$ cat config.mk
export PLATFORM = sky130hd
export DESIGN_NAME = decode_execute_register
export DESIGN_NICKNAME = d
export VERILOG_FILES = /design/src/rtl/decode_execute_register.sv
export SDC_FILE = /design/constraint.sdc
export NUM_CORES = 1
export LEC_CHECK = 0
export CORE_MARGIN = 4
export CORE_UTILIZATION = 43
export DETAILED_ROUTE_END_ITERATION = 10
export PLACE_DENSITY = 0.92
export SLEW_MARGIN = 20
export SYNTH_ARGS = -nofsm -noshare
export SYNTH_HDL_FRONTEND = slang
export SYNTH_SLANG_ARGS = --single-unit
$ cat constraint.sdc
create_clock -name clk -period 2.7 [get_ports clk]
set_input_delay 0.675 -clock clk [delete_from_list [all_inputs] [get_ports clk]]
set_output_delay 0.675 -clock clk [all_outputs]
set_load 0.005 [all_outputs]
$ cat src/rtl/decode_execute_register.sv
// ID/EX pipeline register: captures decode operands/control, inserts bubbles on stall or flush,
// holds on freeze, and counts inserted bubbles and frozen cycles.
module decode_execute_register #(
  parameter int unsigned XLEN          = 32,
  parameter int unsigned COUNTER_WIDTH = 16
) (
  input  logic                     clk,
  input  logic                     rst_n,
  input  logic                     isPipelineFrozen,
  input  logic                     isPipelineStalled,
  input  logic                     isFlush,
  input  logic                     decodeValid,
  input  logic [XLEN-1:0]          decodePc,
  input  logic [XLEN-1:0]          decodeLHSData,
  input  logic [XLEN-1:0]          decodeRHSData,
  input  logic [XLEN-1:0]          decodeImmediate,
  input  logic [4:0]               decodeLHSReadRegisterIndex,
  input  logic [4:0]               decodeRHSReadRegisterIndex,
  input  logic [4:0]               decodeWriteRegisterIndex,
  input  logic [9:0]               decodeControl,
  output logic                     executionValid,
  output logic [XLEN-1:0]          executionPc,
  output logic [XLEN-1:0]          executionLHSData,
  output logic [XLEN-1:0]          executionRHSData,
  output logic [XLEN-1:0]          executionImmediate,
  output logic [4:0]               executionLHSReadRegisterIndex,
  output logic [4:0]               executionRHSReadRegisterIndex,
  output logic [4:0]               executionStageWriteRegisterIndex,
  output logic [9:0]               executionControl,
  output logic                     isExecutionStageMemoryReadOperation,
  output logic [COUNTER_WIDTH-1:0] bubbleCount,
  output logic [COUNTER_WIDTH-1:0] frozenCount
);

  localparam int unsigned MemReadBit = 8;

  logic                     r_valid;
  logic [XLEN-1:0]          r_pc;
  logic [XLEN-1:0]          r_lhs_data;
  logic [XLEN-1:0]          r_rhs_data;
  logic [XLEN-1:0]          r_immediate;
  logic [4:0]               r_lhs_index;
  logic [4:0]               r_rhs_index;
  logic [4:0]               r_rd_index;
  logic [9:0]               r_control;
  logic [COUNTER_WIDTH-1:0] r_bubble_count;
  logic [COUNTER_WIDTH-1:0] r_frozen_count;

  logic w_bubble;
  logic w_capture;

  assign w_bubble  = !isPipelineFrozen && (isFlush || isPipelineStalled);
  // An invalid decode slot is loaded as an all-zero bubble so no stale control leaks through.
  assign w_capture = !isPipelineFrozen && !w_bubble && decodeValid;

  always_ff @(posedge clk or negedge rst_n) begin
    if (!rst_n) begin
      r_valid     <= 1'b0;
      r_pc        <= '0;
      r_lhs_data  <= '0;
      r_rhs_data  <= '0;
      r_immediate <= '0;
      r_lhs_index <= '0;
      r_rhs_index <= '0;
      r_rd_index  <= '0;
      r_control   <= '0;
    end else if (!isPipelineFrozen) begin
      r_valid     <= w_capture;
      r_pc        <= w_capture ? decodePc : '0;
      r_lhs_data  <= w_capture ? decodeLHSData : '0;
      r_rhs_data  <= w_capture ? decodeRHSData : '0;
      r_immediate <= w_capture ? decodeImmediate : '0;
      r_lhs_index <= w_capture ? decodeLHSReadRegisterIndex : '0;
      r_rhs_index <= w_capture ? decodeRHSReadRegisterIndex : '0;
      r_rd_index  <= w_capture ? decodeWriteRegisterIndex : '0;
      r_control   <= w_capture ? decodeControl : '0;
    end
  end

  always_ff @(posedge clk or negedge rst_n) begin
    if (!rst_n) begin
      r_bubble_count <= '0;
      r_frozen_count <= '0;
    end else begin
      if (isPipelineFrozen) begin
        r_frozen_count <= r_frozen_count + COUNTER_WIDTH'(1);
      end
      if (w_bubble) begin
        r_bubble_count <= r_bubble_count + COUNTER_WIDTH'(1);
      end
    end
  end

  assign executionValid                      = r_valid;
  assign executionPc                         = r_pc;
  assign executionLHSData                    = r_lhs_data;
  assign executionRHSData                    = r_rhs_data;
  assign executionImmediate                  = r_immediate;
  assign executionLHSReadRegisterIndex       = r_lhs_index;
  assign executionRHSReadRegisterIndex       = r_rhs_index;
  assign executionStageWriteRegisterIndex    = r_rd_index;
  assign executionControl                    = r_control;
  // Gated by valid so a bubble can never re-trigger the load-use stall.
  assign isExecutionStageMemoryReadOperation = r_valid && r_control[MemReadBit];
  assign bubbleCount                         = r_bubble_count;
  assign frozenCount                         = r_frozen_count;

endmodule

==> reports/qor.yml <==
synthesis:
  ys_async_sr_fraction: 1.00
  synth_mux_area_frac: 0.00329
  synthFlopType: "dfrtp_1"
  synthTopCellsByArea: "dfrtp_1 (68%), a22o_1 (20%), xnor2_1 (2.6%)"
  synth_fa_ha_area_frac: 0.00365
  yosys.area.top_type: "dfrtp_1"
  synth_compound_area_frac: 0.199
  synthesis.nets: 623
  synth-edff-count: 0
  ys_warn_count: 0
  synth_xor_area_frac: 0.0383
  synth_top_family_by_area: "compound AO/OA/AOI/OAI gates"
  yosys.area.top_type_share: 0.679
  syn_avg_cell_area_sq_um: 14.8
  syn_area_sq_um: 6850
  ys_seq_elements: 186
  syn_inst: 462
  synth-simple-area-share: 0.0471
  seq_area_frac_synth: 0.679
  synth_cell_type_count: 30
  netlist_top_cells_count: "dfrtp_1 (186), a22o_1 (153), xnor2_1 (20), clkbuf_1 (16)"
  yosysMostFrequentCell: "dfrtp_1"
sta:
  fin_crit_sh: 0.799
  setup-tns-final_ps: 0
  fmax_ghz: 0.464
  period_needed_ps: 2160
  hold_viol: 0
  setup_viol: 0
  clock_skew_ps: 9.39
  rsz0062_at_grt: "false"
  fin_ws_ps: 544
  slew_headroom: 0.376
  worstMarginPinSlew_ps: 936
  slew_violations: 0
route:
  drc: 0
  post_drt_wl_per_cell_microns: 20.6
  drtIter0Drc: 237
  wirelength_microns: 21100
  num_vias: 5359
  antenna_left: 0
  routed_via_density: 5.23
  dr.pass1.iters: 6
worst_setup_path:
  crit_family: "buffers and inverters"
  crit_arrival_ps: 1480
  slowest_delay_ps: 580
  critPathLaunch: "bubbleCount[2]"
  critPathSlowestCell: "clkdlybuf4s50_1"
  crit_path_cell_trace: "clkdlybuf4s50_1"
  cp-end-kind: "output pin"
  r2r-start: "frozenCount[2]"
  required_ps: 2030
  critPathKind: "reg2out"
  path_max_fanout: 6
  worstSetupStartpointType: "flip-flop"
  crit_buf_inv: 1
min_path:
  hold_class: "in2async"
clock_tree:
  cts_buffers: 17
  ctsHoldBuffers: 0
  cts_setup_buffers: 0
  ctsHtreeMaxLevel: 4
  clk-insertion-delay-late_ps: 420
  cts_tree: "built"
  clk_path_buf_depth: 2
  cts_resized: 0
  clockRootBuffer: "clkbuf_16"
  cts_num_sinks: 186
  clk_pin_slew_worst_paths_ps: 70
place:
  gp_congestion: 0.803
  place_ws_ps: 388
  portBuffers: 345
  place_hpwl_microns: 15900
status:
  status: "complete, no violations"
power_and_ir_drop:
  p_per_area_nw_per_um2: 596
  peakVddDrop_uv: 421
  p_total_w: 0.00661
  total_leakage_power_nw: 4.92
die:
  die_y_microns: 134
  die_area_sq_um: 18000
  rows: 45
  start_util: 0.444
  die_w_microns: 134
  pin_count: 346
  core-area_sq_um: 15400
cells_and_area:
  area_growth_syn_to_layout_pct: 61.9
  drive_above_1_share: 0.0701
  nNetsFinal: 962
global_route:
  grt_pass1_wl_microns: 32800
  track_usage: 0.233
  grt_pass1_vias: 5835
  grt_max_degree: 95
  antenna_found_initial: 1
  grt_overflow: 0
run:
  cap_viol_max_count: 0
==> registers in the layout, indices dropped and copies added (netlist names) <==
register,count
executionImmediate,32
executionLHSData,32
executionPc,32
executionRHSData,32
bubbleCount,16
frozenCount,16
executionControl,10
executionLHSReadRegisterIndex,5
executionRHSReadRegisterIndex,5
executionStageWriteRegisterIndex,5
executionValid,1
==> routing by layer <==
metal,global-route usage,vias up,share of wire
met4,0.0667,0,0.018
met1,0.268,2670,0.37
met5,0,-,0
met2,0.414,251,0.53
met3,0.0803,25,0.084
li1,-,2413,-
==> final cells by class <==
cell class,instances,area [sq um]
Sequential cell,186,4650
Antenna cell,1,2.50
Fill cell,1054,4330
Clock inverter,13,141
Multi-Input combinational cell,237,2010
Timing Repair Buffer,356,3590
Inverter,3,11.3
Clock buffer,18,429
Tap cell,211,264
==> kinds of logic after synthesis <==
kind of cell | count (synthesis)
simple gates | 48
mux | 2
fa+ha+maj | 2
xor+xnor | 30
compound gates | 155
flops | 186
buf+inv | 39
==> power by group <==
part / internal (W) / total [W] / switching, W
logic: 0.000672 / 0.00103 / 0.000360
clock network: 0.00137 / 0.00242 / 0.00105
registers: 0.00296 / 0.00316 / 0.000196
==> final timing paths <==
| check | end | slack, ps | cells past startpoint |
|---|---|---|---|
| setup / recovery | bubbleCount[2] | 540 | 1 |
| hold / removal | executionRHSData[11] | 270 | 1 |
| max in group asynchronous | executionRHSReadRegisterIndex[4] | 1640 | 2 |
| setup reg to reg | frozenCount[10] | 1240 | 4 |
| hold reg to reg | frozenCount[15] | 480 | 1 |
| min in group clk | frozenCount[15] | 480 | 1 |
==> layout by cell type (no fill, tap or decap), drive strengths merged, types with 2 or more instances in the layout <==
master,n
nand3,7
buf,12
and3,3
ha,2
and2,3
dfrtp,186
xor2,10
bufinv,2
clkbuf,19
clkinv,7
and4,3
a22o,153
nor3,3
inv,7
nor2,5
nor4,3
clkdlybuf4s50,343
nand4,8
xnor2,20
nand2,11
mux2,2
==> through the flow <==
step | instance area, sq um | hold WS [ps] | instances | util
floorplan | 6850 | 379 | 462 | -
global placement | 10500 | 457 | 993 | 0.682
detailed placement | 10500 | 459 | 993 | 0.682
CTS | 11100 | 298 | 1024 | 0.719
global route | 11100 | 316 | 1025 | 0.719
finish | 11100 | 270 | 1025 | 0.719
Note: power is estimated with default switching activity, not from simulation.
